--- src/rtl/vga_fb_scanout_1bpp_if.sv ---
// Frame-buffer video read port plus board video output, grouped for the scanout engine.
//   vga_addr    : linear read address y*H_ACTIVE+x (engine -> frame buffer)
//   vga_dout    : read data, valid one clock after vga_addr (frame buffer -> engine)
//   red/green/blue, hsync, vsync, de, frame_start : registered video output (engine -> DAC)
interface vga_fb_scanout_1bpp_if;
    logic [19:0] vga_addr;
    logic        vga_dout;
    logic [7:0]  red;
    logic [7:0]  green;
    logic [7:0]  blue;
    logic        hsync;
    logic        vsync;
    logic        de;
    logic        frame_start;

    modport master (
        output vga_addr,
        input  vga_dout,
        output red, green, blue, hsync, vsync, de, frame_start
    );

    modport slave (
        input  vga_addr,
        output vga_dout,
        input  red, green, blue, hsync, vsync, de, frame_start
    );
endinterface

--- src/rtl/vga_fb_scanout_1bpp.sv ---
// Read-side scanout engine for a 1-bit frame buffer: generates VGA timing,
// walks the frame buffer linearly and turns the 1-clk-latency read data into
// registered RGB/hsync/vsync/de with a fixed 2-clk latency from counter state.
//   clk  : pixel clock (also the frame buffer video port clock)
//   rst  : synchronous reset, active-high
//   bus  : master side of vga_fb_scanout_1bpp_if (read port + video output)
module vga_fb_scanout_1bpp #(
    parameter int unsigned H_ACTIVE = 1024,
    parameter int unsigned H_FP     = 24,
    parameter int unsigned H_SYNC   = 136,
    parameter int unsigned H_BP     = 160,
    parameter int unsigned V_ACTIVE = 768,
    parameter int unsigned V_FP     = 3,
    parameter int unsigned V_SYNC   = 6,
    parameter int unsigned V_BP     = 29,
    parameter bit          SYNC_POL = 1'b0,
    parameter logic [23:0] FG_RGB   = 24'hFFFFFF,
    parameter logic [23:0] BG_RGB   = 24'h000000
) (
    input  logic                    clk,
    input  logic                    rst,
    vga_fb_scanout_1bpp_if.master   bus
);

    localparam int unsigned H_TOTAL  = H_ACTIVE + H_FP + H_SYNC + H_BP;
    localparam int unsigned V_TOTAL  = V_ACTIVE + V_FP + V_SYNC + V_BP;
    localparam int unsigned H_W      = $clog2(H_TOTAL);
    localparam int unsigned V_W      = $clog2(V_TOTAL);
    localparam int unsigned A_W      = 20;
    localparam int unsigned HS_START = H_ACTIVE + H_FP;
    localparam int unsigned HS_END   = HS_START + H_SYNC;
    localparam int unsigned VS_START = V_ACTIVE + V_FP;
    localparam int unsigned VS_END   = VS_START + V_SYNC;

    logic [H_W-1:0] h_cnt_q, h_cnt_d;
    logic [V_W-1:0] v_cnt_q, v_cnt_d;
    logic [A_W-1:0] addr_cnt_q, addr_cnt_d;

    logic active_c, hs_c, vs_c, first_px_c, h_last_c, v_last_c;

    logic        active_d1_q, hs_d1_q, vs_d1_q, first_px_d1_q;
    logic        de_q, hsync_q, vsync_q, frame_start_q;
    logic [23:0] rgb_q, rgb_d;

    // Timing decode and next-state for the counters and the linear address.
    always_comb begin
        h_last_c   = (h_cnt_q == H_W'(H_TOTAL - 1));
        v_last_c   = (v_cnt_q == V_W'(V_TOTAL - 1));
        active_c   = (h_cnt_q < H_W'(H_ACTIVE)) && (v_cnt_q < V_W'(V_ACTIVE));
        hs_c       = (h_cnt_q >= H_W'(HS_START)) && (h_cnt_q < H_W'(HS_END));
        vs_c       = (v_cnt_q >= V_W'(VS_START)) && (v_cnt_q < V_W'(VS_END));
        first_px_c = (h_cnt_q == '0) && (v_cnt_q == '0);

        h_cnt_d    = h_last_c ? '0 : h_cnt_q + H_W'(1);
        v_cnt_d    = v_cnt_q;
        if (h_last_c) begin
            v_cnt_d = v_last_c ? '0 : v_cnt_q + V_W'(1);
        end

        // Address only advances on visible pixels, so in blanking it already
        // holds the next line's start; cleared on the very last frame cycle.
        addr_cnt_d = addr_cnt_q;
        if (h_last_c && v_last_c) begin
            addr_cnt_d = '0;
        end else if (active_c) begin
            addr_cnt_d = addr_cnt_q + A_W'(1);
        end
    end

    // Colour is forced to zero outside active video regardless of read data.
    always_comb begin
        rgb_d = 24'h0;
        if (active_d1_q) begin
            rgb_d = bus.vga_dout ? FG_RGB : BG_RGB;
        end
    end

    // Counters, stage 1 (read in flight) and stage 2 (registered outputs).
    always_ff @(posedge clk) begin
        if (rst) begin
            h_cnt_q       <= '0;
            v_cnt_q       <= '0;
            addr_cnt_q    <= '0;
            active_d1_q   <= 1'b0;
            hs_d1_q       <= 1'b0;
            vs_d1_q       <= 1'b0;
            first_px_d1_q <= 1'b0;
            de_q          <= 1'b0;
            rgb_q         <= 24'h0;
            hsync_q       <= ~SYNC_POL;
            vsync_q       <= ~SYNC_POL;
            frame_start_q <= 1'b0;
        end else begin
            h_cnt_q       <= h_cnt_d;
            v_cnt_q       <= v_cnt_d;
            addr_cnt_q    <= addr_cnt_d;
            active_d1_q   <= active_c;
            hs_d1_q       <= hs_c;
            vs_d1_q       <= vs_c;
            first_px_d1_q <= first_px_c;
            de_q          <= active_d1_q;
            rgb_q         <= rgb_d;
            hsync_q       <= hs_d1_q ^ ~SYNC_POL;
            vsync_q       <= vs_d1_q ^ ~SYNC_POL;
            frame_start_q <= first_px_d1_q;
        end
    end

    assign bus.vga_addr    = addr_cnt_q;
    assign bus.red         = rgb_q[23:16];
    assign bus.green       = rgb_q[15:8];
    assign bus.blue        = rgb_q[7:0];
    assign bus.hsync       = hsync_q;
    assign bus.vsync       = vsync_q;
    assign bus.de          = de_q;
    assign bus.frame_start = frame_start_q;

endmodule

--- src/flat_wrapper.sv ---
// flat-port wrapper written by rule: the top's interface ports become plain ports
module vga_fb_scanout_1bpp_flat 
#(
    parameter int unsigned H_ACTIVE = 1024,
    parameter int unsigned H_FP     = 24,
    parameter int unsigned H_SYNC   = 136,
    parameter int unsigned H_BP     = 160,
    parameter int unsigned V_ACTIVE = 768,
    parameter int unsigned V_FP     = 3,
    parameter int unsigned V_SYNC   = 6,
    parameter int unsigned V_BP     = 29,
    parameter bit          SYNC_POL = 1'b0,
    parameter logic [23:0] FG_RGB   = 24'hFFFFFF,
    parameter logic [23:0] BG_RGB   = 24'h000000
)
  (clk, rst, bus_vga_addr, bus_vga_dout, bus_red, bus_green, bus_blue, bus_hsync, bus_vsync, bus_de, bus_frame_start);
  vga_fb_scanout_1bpp_if bus_i ();
  input  logic clk;
  input  logic rst;
  output wire logic [$bits(bus_i.vga_addr)-1:0] bus_vga_addr;
  input wire logic [$bits(bus_i.vga_dout)-1:0] bus_vga_dout;
  output wire logic [$bits(bus_i.red)-1:0] bus_red;
  output wire logic [$bits(bus_i.green)-1:0] bus_green;
  output wire logic [$bits(bus_i.blue)-1:0] bus_blue;
  output wire logic [$bits(bus_i.hsync)-1:0] bus_hsync;
  output wire logic [$bits(bus_i.vsync)-1:0] bus_vsync;
  output wire logic [$bits(bus_i.de)-1:0] bus_de;
  output wire logic [$bits(bus_i.frame_start)-1:0] bus_frame_start;
  assign bus_vga_addr = bus_i.vga_addr;
  assign bus_i.vga_dout = bus_vga_dout;
  assign bus_red = bus_i.red;
  assign bus_green = bus_i.green;
  assign bus_blue = bus_i.blue;
  assign bus_hsync = bus_i.hsync;
  assign bus_vsync = bus_i.vsync;
  assign bus_de = bus_i.de;
  assign bus_frame_start = bus_i.frame_start;
  vga_fb_scanout_1bpp #(.H_ACTIVE(H_ACTIVE), .H_FP(H_FP), .H_SYNC(H_SYNC), .H_BP(H_BP), .V_ACTIVE(V_ACTIVE), .V_FP(V_FP), .V_SYNC(V_SYNC), .V_BP(V_BP), .SYNC_POL(SYNC_POL), .FG_RGB(FG_RGB), .BG_RGB(BG_RGB)) u_core (.clk(clk), .rst(rst), .bus(bus_i));
endmodule
--- config.mk ---
export PLATFORM = sky130hd
export DESIGN_NAME = vga_fb_scanout_1bpp_flat
export DESIGN_NICKNAME = d
export VERILOG_FILES = /design/src/rtl/vga_fb_scanout_1bpp_if.sv /design/src/rtl/vga_fb_scanout_1bpp.sv /design/src/flat_wrapper.sv
export SDC_FILE = /design/constraint.sdc
export NUM_CORES = 1
export LEC_CHECK = 0
export ABC_CLOCK_PERIOD_IN_PS = 2300
export CAP_MARGIN = 25
export CORE_MARGIN = 8
export CORE_UTILIZATION = 51
export DETAILED_ROUTE_END_ITERATION = 10
export GPL_TIMING_DRIVEN = 0
export PLACE_DENSITY = 0.77
export SKIP_CTS_REPAIR_TIMING = 1
export SLEW_MARGIN = 20
export SYNTH_ARGS = -nofsm -noshare
export SYNTH_HDL_FRONTEND = slang
export SYNTH_SLANG_ARGS = --single-unit
--- constraint.sdc ---
create_clock -name clk -period 2.3 [get_ports clk]
set_input_delay 0.46 -clock clk [delete_from_list [all_inputs] [get_ports clk]]
set_output_delay 0.46 -clock clk [all_outputs]
set_load 0.01 [all_outputs]
==> impl_metrics.xml, run 1 <==
<?xml version="1.0" encoding="UTF-8"?>
<metrics>
  <group name="logic_synthesis">
    <metric name="synth.yosys.seq_area_share" unit="">0.405</metric>
    <metric name="postSynthRegisterBits" unit="">50</metric>
    <metric name="dominantRegCellSynth" unit="">dfxtp_1</metric>
    <metric name="synth_fp_nets" unit="">290</metric>
    <metric name="number_of_synthesized_flops_with_an_enable_pin" unit="">0</metric>
    <metric name="synth.yosys.warnings" unit="">0</metric>
    <metric name="syn_area_per_cell" unit="sq um">8.83</metric>
    <metric name="post_synth_main_area_contributors" unit="">dfxtp_1 (40%), buf_4 (7.0%), xnor2_1 (4.6%)</metric>
    <metric name="synthesis.instances" unit="">280</metric>
    <metric name="post-synth-top-area-cell" unit="">dfxtp_1</metric>
    <metric name="synth_top_area_share" unit="">0.405</metric>
    <metric name="mappedNetlistArea" unit="sq um">2470</metric>
    <metric name="yosys.cell_types.count" unit="">40</metric>
    <metric name="share_of_flip_flops_with_an_asynchronous_set_or_reset" unit="">0</metric>
  </group>
  <group name="power_and_ir_drop">
    <metric name="total_power" unit="mW">1.64</metric>
    <metric name="power_density" unit="nW/um^2">514</metric>
    <metric name="power.leakage" unit="nW">1.13</metric>
    <metric name="worst_vdd_ir" unit="V">0.000322</metric>
  </group>
  <group name="detailed_routing">
    <metric name="wl_per_cell" unit="um">14.5</metric>
    <metric name="ant_nets" unit="">0</metric>
    <metric name="initialDrtViolationCount" unit="">158</metric>
    <metric name="vias" unit="">2220</metric>
    <metric name="detail_route.wirelength" unit="um">5730</metric>
    <metric name="drt_drc_violations_left" unit="">0</metric>
    <metric name="drt-pass1-iter-count" unit="">4</metric>
    <metric name="vias_per_cell" unit="">5.61</metric>
  </group>
  <group name="cts">
    <metric name="cts.sinks" unit="">50</metric>
    <metric name="htree_num_levels" unit="">2</metric>
    <metric name="clock_transition_at_the_register_clock_pins_on_the_worst_setup_and_hold_paths_after_cts" unit="ns">0.09</metric>
    <metric name="clock_tree.buffer_depth" unit="">2</metric>
    <metric name="clk_latency" unit="ns">0.30</metric>
    <metric name="cts_buffers" unit="">5</metric>
    <metric name="cts.root.buffer_cell" unit="">clkbuf_8</metric>
    <metric name="cts_tree" unit="">built</metric>
  </group>
  <group name="cells_and_area">
    <metric name="fillerInstances" unit="">396</metric>
    <metric name="num_antenna_cells" unit="">0</metric>
    <metric name="nNetsFinal" unit="">351</metric>
    <metric name="footprint_of_the_multi_input_gates" unit="sq um">1190</metric>
    <metric name="fraction_of_final_layout_cells_sized_beyond_drive_strength_1" unit="">0.135</metric>
    <metric name="layout_common_cells" unit="">clkdlybuf4s50_1 (50), dfxtp_1 (49), nor2_1 (27), buf_4 (27), nand3_1 (14)</metric>
    <metric name="mostFrequentLayoutCell" unit="">clkdlybuf4s50_1</metric>
    <metric name="area_growth_syn_to_layout" unit="%">28.8</metric>
    <metric name="layout.area.seq" unit="sq um">1000</metric>
  </group>
  <group name="critical_path">
    <metric name="required" unit="ns">2.53</metric>
    <metric name="end_kind" unit="">flip-flop</metric>
    <metric name="timing_worst_setup_path_type" unit="">flip-flop to flip-flop</metric>
    <metric name="data_arrival_time_of_the_critical_path" unit="ns">2.45</metric>
    <metric name="worstSetupStartpointType" unit="">flip-flop</metric>
    <metric name="crit_path_max_fanout" unit="">7</metric>
  </group>
  <group name="sta">
    <metric name="worst_pin_slew" unit="ns">0.476</metric>
    <metric name="worst_clock_skew" unit="ns">0.00569</metric>
    <metric name="postLayoutSetupSlackWorst" unit="ns">0.0838</metric>
    <metric name="max_slew_margin" unit="">0.674</metric>
    <metric name="final_min_period_over_clock_period" unit="">0.964</metric>
    <metric name="fmaxAchievable" unit="GHz">0.451</metric>
    <metric name="final_hold_viol_count" unit="">0</metric>
    <metric name="report.final.setup_viol" unit="">0</metric>
    <metric name="post_route_minimum_period" unit="ns">2.22</metric>
    <metric name="timing.hold.ws" unit="ns">0.389</metric>
    <metric name="slew_violations" unit="">0</metric>
    <metric name="rsz0062_at_grt" unit="">false</metric>
  </group>
  <group name="die">
    <metric name="die-area" unit="sq um">7330</metric>
    <metric name="top_level_ports" unit="">51</metric>
    <metric name="start_util" unit="">0.527</metric>
    <metric name="placementRows" unit="">25</metric>
    <metric name="die_width" unit="um">85.6</metric>
    <metric name="die_height" unit="um">85.6</metric>
    <metric name="core_box_area" unit="sq um">4690</metric>
  </group>
  <group name="status">
    <metric name="run_status" unit="">finished clean</metric>
  </group>
  <group name="grt">
    <metric name="via_count_of_the_first_global_routing_pass" unit="">2035</metric>
    <metric name="antenna_violations_before_repair" unit="">0</metric>
    <metric name="grt_pass1_wl" unit="um">9460</metric>
    <metric name="overflow" unit="">0</metric>
    <metric name="largest_net_degree_at_the_start_of_global_routing" unit="">25</metric>
    <metric name="grt.total_usage" unit="">0.157</metric>
  </group>
  <group name="placement">
    <metric name="pre_cts_ws" unit="ns">-0.178</metric>
    <metric name="gp_routability_congestion" unit="">0.871</metric>
    <metric name="placement.io_buffers" unit="">50</metric>
    <metric name="place_hpwl" unit="um">4030</metric>
  </group>
  <group name="flow_run">
    <metric name="maxcap_violations" unit="">0</metric>
  </group>
  <group name="worst_hold_path">
    <metric name="hp-class" unit="">flip-flop to flip-flop</metric>
  </group>
</metrics>
==> registers in the layout (all words and copies together) (netlist names) <==
register                cells
u_core.bus.de               1
u_core.hs_d1_q              1
u_core.bus.vsync            1
u_core.bus.vga_addr        20
u_core.bus.frame_start      1
u_core.active_d1_q          1
u_core.v_cnt_q             10
u_core.first_px_d1_q        1
u_core.rgb_q                1
u_core.bus.hsync            1
u_core.vs_d1_q              1
u_core.h_cnt_q             11
==> final cells by class <==
class	instances	area share
plain buffers	39	0.0798
clock buffers	7	0.0240
clock inverters	1	0.00943
inverters	8	0.00943
multi-input cells	183	0.375
flip-flops and latches	50	0.315
well taps	54	0.0212
repair buffers	54	0.167
==> through the flow <==
step,utilization,cells,setup TNS [ns],instance area (sq um)
floorplan,-,280,0,2470
global placement,0.648,384,-3.64,3040
detailed placement,0.648,384,-4.87,3040
CTS,0.671,392,-5.02,3150
global route,0.679,396,0,3180
finish,0.679,396,0,3180
==> cells in the mapped netlist (2+ instances only) <==
| library cell | count |
|---|---|
| mux2i_1 | 2 |
| a21oi_1 | 12 |
| nor4_1 | 9 |
| a31oi_1 | 2 |
| nor3_1 | 10 |
| o21ai_0 | 6 |
| o31ai_1 | 7 |
| or4_1 | 7 |
| and2_1 | 2 |
| nor2_1 | 27 |
| xor2_1 | 11 |
| buf_4 | 23 |
| or3_1 | 5 |
| nand4_1 | 13 |
| nand3_1 | 14 |
| dfxtp_1 | 50 |
| inv_1 | 8 |
| ha_1 | 7 |
| xnor2_1 | 13 |
| clkbuf_1 | 8 |
| buf_6 | 2 |
| nand2b_1 | 3 |
| nor4b_1 | 2 |
| nand2_1 | 9 |
| buf_2 | 5 |
| and4_1 | 7 |
| nor2b_1 | 3 |
==> routing by layer <==
metal  GRT usage  up-vias  wire [um]
met2       0.248       90       2560
li1            -     1098          -
met1       0.191     1026       2630
met3      0.0449        6        439
met5           0        -          0
met4      0.0764        0         90
==> logic make-up (layout without fill, tap and decap cells) <==
| kind of cell | Yosys count | in the layout | synth area share |
|---|---|---|---|
| xor gates and xnor gates | 24 | 24 | 0.0850 |
| muxes | 2 | 2 | 0.00810 |
| and+or+nand+nor | 118 | 118 | 0.271 |
| adders and majority gates | 7 | 7 | 0.0354 |
| buffers and inverters | 47 | 109 | 0.115 |
| DFF | 50 | 50 | 0.405 |
| AOI/OAI and AO/OA | 32 | 32 | 0.0805 |
==> final timing paths <==
| path | from | slack [ns] | depth (start not counted) | end |
|---|---|---|---|---|
| setup / recovery | u_core.h_cnt_q[10] | 0.08 | 5 | u_core.v_cnt_q[7] |
| hold / removal | u_core.vs_d1_q | 0.39 | 1 | u_core.bus.vsync |
| setup reg to reg | u_core.h_cnt_q[10] | 0.08 | 5 | u_core.v_cnt_q[7] |
| hold reg to reg | u_core.vs_d1_q | 0.39 | 1 | u_core.bus.vsync |
==> power breakdown <==
part / switching, mW / total, mW / internal, mW / leakage, nW
combinational: 0.0532 / 0.131 / 0.0774 / 0.673
clock: 0.285 / 0.611 / 0.326 / 0.0524
sequential: 0.0144 / 0.894 / 0.880 / 0.406
==> worst max-delay path: stages, from the launching register on <==
cell and delay [ns]:
dfxtp_1 0.48, or4b_4 0.51, buf_6 0.15, or4_4 0.51, or3_1 0.33, a21oi_1 0.16
No activity file was read; power rests on OpenSTA's default activity.
==> inputs of run 2 (changes only) <==
CORE_UTILIZATION = 53   (was 51)
CTS_BUF_LIST = sky130_fd_sc_hd__clkbuf_8   (was default)
PLACE_DENSITY = 0.79   (was 0.77)
RECOVER_POWER = 100   (was default)
==> run 2 against run 1 <==
Setup slack lost 0.025 ns. Sequential power is essentially flat. Core utilization grew 1.3 points. Cell count is the same. Final area shrank 0.16%. First-iteration DRC count shrank 27%. Routed wire length shrank 2.0%. Sequential cell count is the same. Critical path depth grew 1. Non-clock buffer count is the same. Clock-buffer cell count shrank 2. Highest routed layer unchanged.
==> impl_metrics.xml, run 2 (synthesis gave the netlist of run 1 again) <==
<?xml version="1.0" encoding="UTF-8"?>
<metrics>
  <group name="status">
    <metric name="run_status" unit="">finished clean</metric>
  </group>
  <group name="cells_and_area">
    <metric name="finalCoreUtilization" unit="">0.691</metric>
    <metric name="area_growth_syn_to_layout" unit="%">28.6</metric>
    <metric name="nNetsFinal" unit="">351</metric>
    <metric name="layout.area.seq" unit="sq um">1000</metric>
    <metric name="fraction_of_final_layout_cells_sized_beyond_drive_strength_1" unit="">0.135</metric>
    <metric name="max_reg_flops" unit="">20</metric>
    <metric name="post_route_cell_area" unit="sq um">3180</metric>
    <metric name="fillerInstances" unit="">386</metric>
    <metric name="num_antenna_cells" unit="">0</metric>
    <metric name="layout_common_cells" unit="">dfxtp_1 (49), dlygate4sd3_1 (32), nor2_1 (27), clkdlybuf4s50_1 (18), clkbuf_4 (17)</metric>
    <metric name="footprint_of_the_multi_input_gates" unit="sq um">1190</metric>
    <metric name="fin_cells" unit="">396</metric>
    <metric name="mostFrequentLayoutCell" unit="">dfxtp_1</metric>
  </group>
  <group name="sta">
    <metric name="final_min_period_over_clock_period" unit="">0.974</metric>
    <metric name="report.final.setup_viol" unit="">0</metric>
    <metric name="postLayoutSetupSlackWorst" unit="ns">0.0590</metric>
    <metric name="final_hold_viol_count" unit="">0</metric>
    <metric name="max_slew_margin" unit="">0.663</metric>
    <metric name="fmaxAchievable" unit="GHz">0.446</metric>
    <metric name="timing.hold.ws" unit="ns">0.385</metric>
    <metric name="worst_pin_slew" unit="ns">0.505</metric>
    <metric name="rsz0062_at_grt" unit="">false</metric>
    <metric name="worst_clock_skew" unit="ns">0.0143</metric>
    <metric name="slew_violations" unit="">0</metric>
    <metric name="post_route_minimum_period" unit="ns">2.24</metric>
    <metric name="setup_tns" unit="ns">0</metric>
  </group>
  <group name="power_and_ir_drop">
    <metric name="power.leakage" unit="nW">1.21</metric>
    <metric name="worst_vdd_ir" unit="V">0.000451</metric>
    <metric name="power_density" unit="nW/um^2">516</metric>
    <metric name="total_power" unit="mW">1.64</metric>
  </group>
  <group name="detailed_routing">
    <metric name="initialDrtViolationCount" unit="">116</metric>
    <metric name="vias" unit="">2229</metric>
    <metric name="wl_per_cell" unit="um">14.2</metric>
    <metric name="ant_nets" unit="">0</metric>
    <metric name="detail_route.wirelength" unit="um">5610</metric>
    <metric name="drt_drc_violations_left" unit="">0</metric>
    <metric name="vias_per_cell" unit="">5.63</metric>
    <metric name="drt-pass1-iter-count" unit="">4</metric>
  </group>
  <group name="cts">
    <metric name="cts.sinks" unit="">50</metric>
    <metric name="cts.root.buffer_cell" unit="">clkbuf_8</metric>
    <metric name="cts_buffers" unit="">5</metric>
    <metric name="htree_num_levels" unit="">2</metric>
    <metric name="clock_tree.buffer_depth" unit="">2</metric>
    <metric name="clk_latency" unit="ns">0.31</metric>
    <metric name="cts_tree" unit="">built</metric>
    <metric name="clock_transition_at_the_register_clock_pins_on_the_worst_setup_and_hold_paths_after_cts" unit="ns">0.09</metric>
  </group>
  <group name="critical_path">
    <metric name="reg2reg_slack" unit="ns">0.06</metric>
    <metric name="required" unit="ns">2.53</metric>
    <metric name="timing.critical_path.max_delay_family" unit="">simple AND/OR/NAND/NOR gates</metric>
    <metric name="slowest_stage" unit="">or4_4</metric>
    <metric name="timing_worst_setup_path_type" unit="">flip-flop to flip-flop</metric>
    <metric name="r2r_end" unit="">u_core.v_cnt_q[7]</metric>
    <metric name="crit-reg2reg-launch" unit="">u_core.h_cnt_q[6]</metric>
    <metric name="ordered_cell_list_for_the_critical_path" unit="">buf_6 -&gt; or4b_1 -&gt; buf_4 -&gt; or4_4 -&gt; or3_1 -&gt; a21oi_1</metric>
    <metric name="critPathBufInv" unit="">2</metric>
    <metric name="reg2regPathDepth" unit="">6</metric>
    <metric name="data_arrival_time_of_the_critical_path" unit="ns">2.48</metric>
    <metric name="end_kind" unit="">flip-flop</metric>
    <metric name="timing.critical_path.slowest_cell_delay" unit="ns">0.52</metric>
    <metric name="critPathLaunch" unit="">u_core.h_cnt_q[6]</metric>
    <metric name="worstSetupStartpointType" unit="">flip-flop</metric>
    <metric name="crit_path_max_fanout" unit="">8</metric>
  </group>
  <group name="placement">
    <metric name="pre_cts_ws" unit="ns">-0.234</metric>
    <metric name="placed_cell_area" unit="sq um">3040</metric>
    <metric name="placement.io_buffers" unit="">50</metric>
    <metric name="place_hpwl" unit="um">3970</metric>
    <metric name="place_inst" unit="">384</metric>
    <metric name="gp_routability_congestion" unit="">0.867</metric>
  </group>
  <group name="flow_run">
    <metric name="maxcap_violations" unit="">0</metric>
  </group>
  <group name="die">
    <metric name="die_width" unit="um">84.3</metric>
    <metric name="top_level_ports" unit="">51</metric>
    <metric name="start_util" unit="">0.538</metric>
    <metric name="die-area" unit="sq um">7110</metric>
    <metric name="core_box_area" unit="sq um">4600</metric>
    <metric name="placementRows" unit="">25</metric>
    <metric name="die_height" unit="um">84.3</metric>
  </group>
  <group name="grt">
    <metric name="overflow" unit="">0</metric>
    <metric name="grt_pass1_wl" unit="um">9230</metric>
    <metric name="grt.total_usage" unit="">0.151</metric>
    <metric name="antenna_violations_before_repair" unit="">0</metric>
    <metric name="via_count_of_the_first_global_routing_pass" unit="">1994</metric>
    <metric name="largest_net_degree_at_the_start_of_global_routing" unit="">25</metric>
  </group>
  <group name="worst_hold_path">
    <metric name="hp-class" unit="">flip-flop to flip-flop</metric>
    <metric name="hold-path-endpoint" unit="">u_core.bus.vsync</metric>
    <metric name="cell_depth_of_the_worst_min_delay_path" unit="">1</metric>
    <metric name="worst_min_delay_path_startpoint" unit="">u_core.vs_d1_q</metric>
  </group>
</metrics>
==> run 2: how the worst max path moves through the flow <==
stage,to,slack [ns],cells after the start
after CTS,u_core.v_cnt_q[5],-0.26,6
after global placement,u_core.bus.vga_addr[15],-0.16,6
final,u_core.v_cnt_q[7],0.06,6
after floorplan,u_core.v_cnt_q[8],0.21,6
after global routing,u_core.v_cnt_q[7],0.01,6
after detailed placement,u_core.v_cnt_q[5],-0.23,6
==> run 2: power by group <==
part,leakage [nW],switching (mW),internal [mW],total [mW]
combinational,0.744,0.0530,0.0717,0.125
sequential,0.406,0.0141,0.880,0.894
clock,0.0585,0.294,0.326,0.620
==> run 2: routing by layer <==
layer / track usage / share of wire / vias up
li1: - / - / 1098
met1: 0.181 / 0.44 / 1028
met2: 0.241 / 0.46 / 93
met3: 0.0523 / 0.077 / 10
met4: 0.0628 / 0.019 / 0
met5: 0 / 0 / -
==> run 2: area by class of cell <==
type	instances	share of cell area
timing repair buffer	54	0.166
sequential	50	0.315
clock buffer	5	0.0216
clock inverter	3	0.0138
buffer	39	0.0787
tap	54	0.0213
multi-input combinational	183	0.374
inverter	8	0.00945
